**src/rtl/cpu_io_pkg.sv**
```systemverilog
// Shared definitions for the CPU I/O UART transmitter.
// The optional PARITY state exists only when UART_TX_PARITY_EN is defined.
package cpu_io_pkg;

  // Level of the serial line between frames and during the stop bit.
  localparam logic UART_IDLE_LVL = 1'b1;

  typedef enum logic [2:0] {
    ST_IDLE   = 3'd0,
    ST_START  = 3'd1,
    ST_DATA   = 3'd2,
    ST_STOP   = 3'd3
`ifdef UART_TX_PARITY_EN
    , ST_PARITY = 3'd4
`endif
  } uart_state_e;

  // Even parity: the bit that makes the total count of ones even.
  function automatic logic even_parity(input logic [7:0] b);
    return ^b;
  endfunction

endpackage

```
**src/rtl/tx_fifo.sv**
```systemverilog
// Transmit FIFO: synchronous write and pop, head byte visible combinationally,
// pointers wrap modulo DEPTH (a power of two). Writes while full are dropped.
module tx_fifo #(
  parameter int DEPTH = 8,
  parameter int W     = 8
) (
  input  logic                   clk,
  input  logic                   rst,
  input  logic                   wr_en_i,
  input  logic [W-1:0]           wr_data_i,
  input  logic                   rd_en_i,
  output logic [W-1:0]           rd_data_o,
  output logic [$clog2(DEPTH):0] count_o,
  output logic                   full_o,
  output logic                   empty_o
);

  localparam int PTR_W = $clog2(DEPTH);

  logic [W-1:0]     mem_q [DEPTH];
  logic [PTR_W-1:0] wr_ptr_q;
  logic [PTR_W-1:0] rd_ptr_q;
  logic [PTR_W:0]   count_q;
  logic [PTR_W:0]   count_d;
  logic             wr_ok;
  logic             rd_ok;

  assign full_o    = (count_q == (PTR_W+1)'(DEPTH));
  assign empty_o   = (count_q == '0);
  assign wr_ok     = wr_en_i && !full_o;
  assign rd_ok     = rd_en_i && !empty_o;
  assign rd_data_o = mem_q[rd_ptr_q];
  assign count_o   = count_q;

  // Occupancy: a write and a pop in the same cycle cancel out.
  always_comb begin
    count_d = count_q;
    case ({wr_ok, rd_ok})
      2'b10:   count_d = count_q + (PTR_W+1)'(1);
      2'b01:   count_d = count_q - (PTR_W+1)'(1);
      default: count_d = count_q;
    endcase
  end

  // Pointer and count registers; reset empties the queue and ignores writes.
  always_ff @(posedge clk) begin
    if (rst) begin
      wr_ptr_q <= '0;
      rd_ptr_q <= '0;
      count_q  <= '0;
    end else begin
      if (wr_ok) wr_ptr_q <= wr_ptr_q + PTR_W'(1);
      if (rd_ok) rd_ptr_q <= rd_ptr_q + PTR_W'(1);
      count_q <= count_d;
    end
  end

  // Byte storage (no reset needed; only entries below count are ever read).
  always_ff @(posedge clk) begin
    if (wr_ok && !rst) mem_q[wr_ptr_q] <= wr_data_i;
  end

endmodule

```
**src/rtl/uart_tx_con.sv**
```systemverilog
// UART transmitter with FIFO: 8N1 frames (8E1 when UART_TX_PARITY_EN is
// defined), LSB first, each bit held CLK_HZ/BAUD cycles. Back-to-back frames
// follow the stop bit with no idle gap while the FIFO holds data.
module uart_tx_con
  import cpu_io_pkg::*;
#(
  parameter int CLK_HZ     = 100000000,
  parameter int BAUD       = 115200,
  parameter int FIFO_DEPTH = 8
) (
  input  logic                        clk,
  input  logic                        rst,
  input  logic                        wr_en,
  input  logic [7:0]                  wr_data,
  output logic                        full,
  output logic [$clog2(FIFO_DEPTH):0] fifo_count,
  output logic                        busy,
  output logic                        tx
);

  localparam int DIV   = CLK_HZ / BAUD;
  localparam int DIV_W = (DIV > 1) ? $clog2(DIV) : 1;
  localparam logic [DIV_W-1:0] DIV_LAST = DIV_W'(DIV - 1);

  uart_state_e      state_q;
  logic [DIV_W-1:0] div_q;
  logic [2:0]       bit_q;
  logic [7:0]       data_q;
  logic             tx_q;

  logic             div_last;
  logic             pop;
  logic             fifo_empty;
  logic [7:0]       head;

  tx_fifo #(
    .DEPTH (FIFO_DEPTH),
    .W     (8)
  ) u_fifo (
    .clk       (clk),
    .rst       (rst),
    .wr_en_i   (wr_en),
    .wr_data_i (wr_data),
    .rd_en_i   (pop),
    .rd_data_o (head),
    .count_o   (fifo_count),
    .full_o    (full),
    .empty_o   (fifo_empty)
  );

  assign div_last = (div_q == DIV_LAST);
  // Pop from IDLE immediately, or at the last stop-bit cycle to chain frames.
  assign pop  = !fifo_empty &&
                ((state_q == ST_IDLE) || ((state_q == ST_STOP) && div_last));
  assign busy = (state_q != ST_IDLE) || !fifo_empty;
  assign tx   = tx_q;

  // Frame sequencer: state, bit divider, bit index and registered line level.
  always_ff @(posedge clk) begin
    if (rst) begin
      state_q <= ST_IDLE;
      div_q   <= '0;
      bit_q   <= '0;
      tx_q    <= UART_IDLE_LVL;
    end else begin
      case (state_q)
        ST_IDLE: begin
          tx_q  <= UART_IDLE_LVL;
          div_q <= '0;
          if (pop) begin
            data_q  <= head;
            state_q <= ST_START;
            tx_q    <= ~UART_IDLE_LVL;
          end
        end
        ST_START: begin
          if (div_last) begin
            div_q   <= '0;
            bit_q   <= '0;
            tx_q    <= data_q[0];
            state_q <= ST_DATA;
          end else begin
            div_q <= div_q + DIV_W'(1);
          end
        end
        ST_DATA: begin
          if (div_last) begin
            div_q <= '0;
            if (bit_q == 3'd7) begin
`ifdef UART_TX_PARITY_EN
              state_q <= ST_PARITY;
              tx_q    <= even_parity(data_q);
`else
              state_q <= ST_STOP;
              tx_q    <= UART_IDLE_LVL;
`endif
            end else begin
              bit_q <= bit_q + 3'd1;
              tx_q  <= data_q[bit_q + 3'd1];
            end
          end else begin
            div_q <= div_q + DIV_W'(1);
          end
        end
`ifdef UART_TX_PARITY_EN
        ST_PARITY: begin
          if (div_last) begin
            div_q   <= '0;
            state_q <= ST_STOP;
            tx_q    <= UART_IDLE_LVL;
          end else begin
            div_q <= div_q + DIV_W'(1);
          end
        end
`endif
        ST_STOP: begin
          if (div_last) begin
            div_q <= '0;
            if (pop) begin
              data_q  <= head;
              state_q <= ST_START;
              tx_q    <= ~UART_IDLE_LVL;
            end else begin
              state_q <= ST_IDLE;
              tx_q    <= UART_IDLE_LVL;
            end
          end else begin
            div_q <= div_q + DIV_W'(1);
          end
        end
        default: begin
          state_q <= ST_IDLE;
          div_q   <= '0;
          tx_q    <= UART_IDLE_LVL;
        end
      endcase
    end
  end

endmodule

```
**config.mk**
```make
export PLATFORM = sky130hd
export DESIGN_NAME = uart_tx_con
export DESIGN_NICKNAME = d
export VERILOG_FILES = /design/src/rtl/cpu_io_pkg.sv /design/src/rtl/tx_fifo.sv /design/src/rtl/uart_tx_con.sv
export SDC_FILE = /design/constraint.sdc
export NUM_CORES = 1
export LEC_CHECK = 0
export CAP_MARGIN = 20
export CORE_ASPECT_RATIO = 0.5
export CORE_MARGIN = 5
export CORE_UTILIZATION = 40
export CTS_BUF_LIST = sky130_fd_sc_hd__clkbuf_8
export DETAILED_ROUTE_END_ITERATION = 7
export MAX_ROUTING_LAYER = met4
export PLACE_DENSITY = 0.57
export SLEW_MARGIN = 30
export SYNTH_ARGS = -nofsm -noshare
export SYNTH_HDL_FRONTEND = slang
export SYNTH_SLANG_ARGS = --single-unit
```
**constraint.sdc**
```tcl
create_clock -name clk -period 6.4 [get_ports clk]
set_input_delay 0.64 -clock clk [delete_from_list [all_inputs] [get_ports clk]]
set_output_delay 0.64 -clock clk [all_outputs]
set_load 0.02 [all_outputs]
```
# Word level (Yosys, flattened, before mapping)
# Memories as Yosys holds them, arrays and structs flattened. A register that Yosys moved wholly into a read port is not among the register bits.
# Cells that the tools add are included.
# totals
mem_bits_ro	0
mem_bits_rw	64
input_bits	11
latch_bits	0
mem_count	1
regBits	35
wordCells	81
out_inout_bits	7
# op_classes
shift	0
n_reduce_logical	22
n_bitwise	2
eq_ne	14
n_mul	0
n_mux	27
n_addsub	6
div_mod_pow	0
magnitude_cmp	1
# memory_table
memory	words	word_bits	rd	rd_clocked_by_memory_dff	write_ports	line_no	source
u_fifo.mem_q	8	8	1	1	1	tx_fifo.sv:20	logic [W-1:0] mem_q [DEPTH];
# ops
operator	count
$mux 3	10
$mux 8	2
$pmux 8 s2	1
$pmux 3 s4	1
$add 10x1->10 const B	1
$eq 10x10->1 const B	1
$ne 2x2->1 const B	5
$add 3x1->3 const B	3
$mux 1	9
$pmux 4 s2	1
$eq 3x2->1 const B	2
$pmux 3 s2	1
$reduce_and 3->1	2
$reduce_bool 2->1	3
$reduce_or 3->1	2
$logic_and 1x1->1	5
$reduce_and 5->1	1
$add 4x1->4 const B	1
$eq 4x4->1 const B	1
$logic_not 4->1	1
$lt 3x4->1 const B	1
$pmux 1 s4	1
$reduce_and 4->1	1
$sub 4x1->4 const B	1
11 further kinds	15

# Depth between registers and ports, before layout
# depth
ltp_word	7
mapped_depth	11
depth_no_buf	11

# By module
# A second synthesis with hierarchy kept.
# unflattened
hier_cells	291
area_unflattened_um2	4316.6
# by_module_without_submodules
module	n_inst	area_per_inst_um2	cells_per_inst	seq_area_each_um2
tx_fifo	1	3111.7	175	2182.1
uart_tx_con	1	1204.9	116	560.5

# Least setup slack after synthesis
# OpenSTA, ideal clock, no wires.
# synth_path
kind	register to register
start	register u_fifo.count_q[1], in the netlist u_fifo.count_o[1]
end	memory u_fifo.mem_q[0][0] (enable)
n_path_buf	1
stages_incl_launch_ff	6
period_less_slack_ps	2471
slack_ps	3929
setup_ps	398
arrival_time_ps	2073
t_required_ps	6002
path_cell_list	dfxtp_1 > buf_2 > nor3_1 > a21boi_2 > inv_1 > nor4b_1
# synth_between
elab_chain_len	6
# synth_lines
element	line_no	source
start, declared	tx_fifo.sv:23	logic [PTR_W:0] count_q;
start signal, assigned	tx_fifo.sv:54	count_q <= count_d;
$eq 4x4->1	tx_fifo.sv:28	assign full_o = (count_q == (PTR_W+1)'(DEPTH));
$logic_not 1->1	tx_fifo.sv:30	assign wr_ok = wr_en_i && !full_o;
$logic_and 1x1->1	tx_fifo.sv:30	
$logic_and 1x1->1	tx_fifo.sv:60	if (wr_ok && !rst) mem_q[wr_ptr_q] <= wr_data_i;
$mux 1	tx_fifo.sv:60	
$mux 1 (implied by the code)	tx_fifo.sv:60	
end, declared	tx_fifo.sv:20	
# No other way between the ends.

# Final worst setup path
# layout_path
start	register div_q[0]
end	register u_fifo.count_q[2], in the netlist u_fifo.count_o[2]
# layout_between
elab_chain_len	7
word_cells_on_any_way	9
classes_between	eq/ne: 3; mux: 1; reduce/logical: 5
# layout_lines
element	line_no	source
start, declared	uart_tx_con.sv:26	logic [DIV_W-1:0] div_q;
start signal, assigned	uart_tx_con.sv:83	div_q <= div_q + DIV_W'(1);
start signal, assigned	uart_tx_con.sv:102	div_q <= div_q + DIV_W'(1);
start signal, assigned	uart_tx_con.sv:128	div_q <= div_q + DIV_W'(1);
$eq 10x10->1 *	uart_tx_con.sv:51	assign div_last = (div_q == DIV_LAST);
$logic_and 1x1->1 *	uart_tx_con.sv:54	((state_q == ST_IDLE) || ((state_q == ST_STOP) && div_last));
$logic_or 1x1->1 *	uart_tx_con.sv:54	
$logic_and 1x1->1 *	uart_tx_con.sv:53	assign pop = !fifo_empty &&
$logic_and 1x1->1 *	tx_fifo.sv:31	assign rd_ok = rd_en_i && !empty_o;
$eq 2x1->1 / $eq 2x2->1 (equally long branches)	tx_fifo.sv:38	case ({wr_ok, rd_ok})
$pmux 4 s2 / $reduce_bool 2->1 (equally long branches)	n/a	
# Every way passes the cells marked *; elsewhere a longest branch is shown, timed or not.
# A chain may end at the register's enable or synchronous reset.

==> metrics <==
Num CTS Buffers=9; Area Overhead vs Synth=12.5%; drt first pass iters=4; Die Height=83.0 um; worst hold stages=1; outcome=finished, final reports clean; area of the mapped netlist=between 4000 and 5000 um^2; Pleak=approximately 1.6 nW; Worst slew margin=about 37%; Yosys warning total=0; Num Clock Sinks=101; Slew @ Worst Pin=roughly 930 ps; antenna violations before repair=0; total grt overflow=0; ordered list of cells on the worst path=ha_1, and4bb_4, a41oi_2, nor2_4, ha_1, xor2_1, ha_1, a21oi_1, xor2_1, or3_1, a21oi_1; Post-DP HPWL=5000 um; post-synthesis adder-cell area fraction=under 10%; DRT iter0 DRCs=90; wire per inst=17.0 um; vias in the first global route=2346; Fmax=372 MHz; # rows=26; post-synthesis cell count=about 270; largest net degree at the start of global routing=25; post-synthesis sequential area ratio=between 60% and 70%; final hold viol count=0; TritonCTS clock tree=done; critical path arrival=between 2000 and 3000 ps; WP data required=around 6700 ps; largest family of logic cells by synthesized area=multiplexers; vias per cell=5.15; Core Box Area=10300 um^2; Diodes inserted=0; worst min-delay path category=reg -> reg; mux cell area share after synthesis=roughly 13%; post-synthesis xor/xnor area fraction=roughly 3.1%; CP max stage cell=dfxtp_1; global-route wire length before repair=approximately 12000 um; antenna viol nets, final=0; root buf cell=clkbuf_8; syn nets=about 300; CP Launch Type=flop; Die X=156 um; cell depth of the worst setup path=11; nets=approximately 320; I/O pin cnt=18; Die Area=approximately 13000 um^2; Starting Density=roughly two fifths; peak supply drop=0.000100 V; Final GP Congestion=~0.77; via count=between 2000 and 2500; Slew Viols, Final=0; most used cell, CP=ha_1; RSZ-0062 raised after global routing=no; setup violators final=0; Cell Pwr Density=around 340 nW/um^2; total negative slack=0 ps; Final min period=2690 ps; Yosys reg bits=about 100; Residual DRC=0; Avg Cell Area, Syn=between 15 and 20 um^2; Crit Path Max Fanout=6; compound-gate portion of the synthesized area=approximately 4%; Gates resized, CTS repair=0; Post-CTS Setup Inserts=0; Post-Route Skew=between 6 and 7 ps; Skew-Pair Late Insertion Delay=360 ps; R2R depth=11; critical path type=reg -> reg; cts hold-fix bufs=0; WP buf/inv=0; layout cells sized above 1=around 21%; routed wire length=between 7000 and 8000 um; gr usage total=roughly 13%; Final Power=about 1.7 mW; CTS Buffer Depth=2; Clock transition at path regs=~90 ps; PortBufs=17; top-area cell type share of the netlist area=between 50% and 60%; Yosys top cell by area=edfxtp_1; Netlist cell types=46; most area-consuming cells after synthesis=edfxtp_1, dfxtp_1, mux4_2; endpoint type of the worst setup path=flop; max-capacitance violation count=0; crit-path max cell delay=roughly 370 ps; Tcrit/Tclk final=approximately 42%; Post-Synth Simple-Gate Area=10.4%; CTS H-tree lvls=3; family with the most delay on the worst path=simple AND/OR/NAND/NOR gates
[placed cells by master, fill, tap and decap left out, types with 2 or more instances in the layout]
cell type,synthesis,routed
edfxtp_1,72,72
dfxtp_1,29,28
nor2_1,28,25
clkdlybuf4s50_1,0,17
mux4_2,16,16
ha_1,13,13
nand2_1,11,11
mux2_2,9,9
xor2_1,9,9
clkbuf_8,0,9
inv_1,6,8
a21oi_1,8,8
nand3_1,7,7
xnor2_1,6,6
nor3_1,9,5
nor3_2,0,4
nor2_2,0,3
and3_1,3,3
mux2i_1,3,3
and2_1,2,2
nor3b_2,2,2
nand3b_1,2,2
nor4_1,2,2
nand2b_1,2,2
o21ai_0,2,2
mux4_1,2,2
nor4bb_1,2,2
o21a_1,2,2
clkinvlp_4,0,2
inv_6,0,2
buf_4,0,2
[through the flow]
stage	utilization [%]	instances	setup slack (ps)	hold slack [ps]	area, um^2
finish	46.5	440	3710	470	4800
global route	46.5	440	3530	475	4800
CTS	46.5	440	3720	462	4800
detailed placement	44.8	424	3420	448	4620
global placement	44.5	424	3460	429	4590
floorplan	-	274	3930	418	4270
[where the power goes]
| group | total [mW] | switching [mW] | internal [mW] |
|---|---|---|---|
| combinational | 0.438 | 0.214 | 0.224 |
| clock | 0.363 | 0.219 | 0.144 |
| sequential | 0.852 | 0.0794 | 0.773 |
[logic make-up after synthesis]
kind of cell	count (synthesis)
xor gates and xnor gates	15
AOI/OAI and AO/OA	21
and+or+nand+nor	79
DFF	101
muxes	30
adders and majority gates	13
buffers and inverters	15
[cell usage after synthesis, drive strengths merged]
library cell / number
mux4: 18
a41oi: 1
clkbuf: 2
a211oi: 2
a21boi: 1
dfxtp: 29
o21ba: 1
a221oi: 1
mux2: 9
nand2: 11
nand2b: 2
nor3: 9
xnor2: 6
xor2: 9
o21ai: 3
o211a: 1
edfxtp: 72
nand4: 1
nor4: 3
nor2: 29
inv: 6
buf: 7
nor4bb: 2
and2: 2
nand3b: 2
a21oi: 8
or2b: 1
nor3b: 3
and4bb: 1
or3: 1
mux2i: 3
ha: 13
a31oi: 1
o21a: 2
nand3: 8
and3: 3
nor4b: 1
[metal layers]
metal	vias to the layer above	GRT usage (%)	share of wire [%]
li1	1079	-	-
met1	1148	16.8	48
met2	31	19.1	47
met3	9	3.74	3.6
met4	0	4.05	1.3
met5	-	-	0
[registers in the layout, summed over array words and instances, names as in the netlist, named ones only]
signal           count
data_q               8
tx                   1
u_fifo.count_o       4
u_fifo.rd_ptr_q      3
bit_q                3
u_fifo.mem_q        64
u_fifo.wr_ptr_q      3
div_q               10
state_q              2
[final timing paths]
kind                                          start                        endpoint  slack [ps]
worst max-delay path            div_q[0]$_SDFF_PP0_  u_fifo.count_o[2]$_SDFFE_PP0P_        3710
worst min-delay path            div_q[0]$_SDFF_PP0_             div_q[0]$_SDFF_PP0_         470
worst max register to register  div_q[0]$_SDFF_PP0_  u_fifo.count_o[2]$_SDFFE_PP0P_        3710
worst min register to register  div_q[0]$_SDFF_PP0_             div_q[0]$_SDFF_PP0_         470
[layout make-up]
class                           instances  area (um^2)
Clock buffer                            9          124
Clock inverter                          7         51.3
Fill cell                             881         5510
Inverter                                6         22.5
Multi-Input combinational cell        158         1500
Sequential cell                       101         2740
Tap cell                              140          175
Timing Repair Buffer                   19          185
Power figures use the tool's default switching activity.
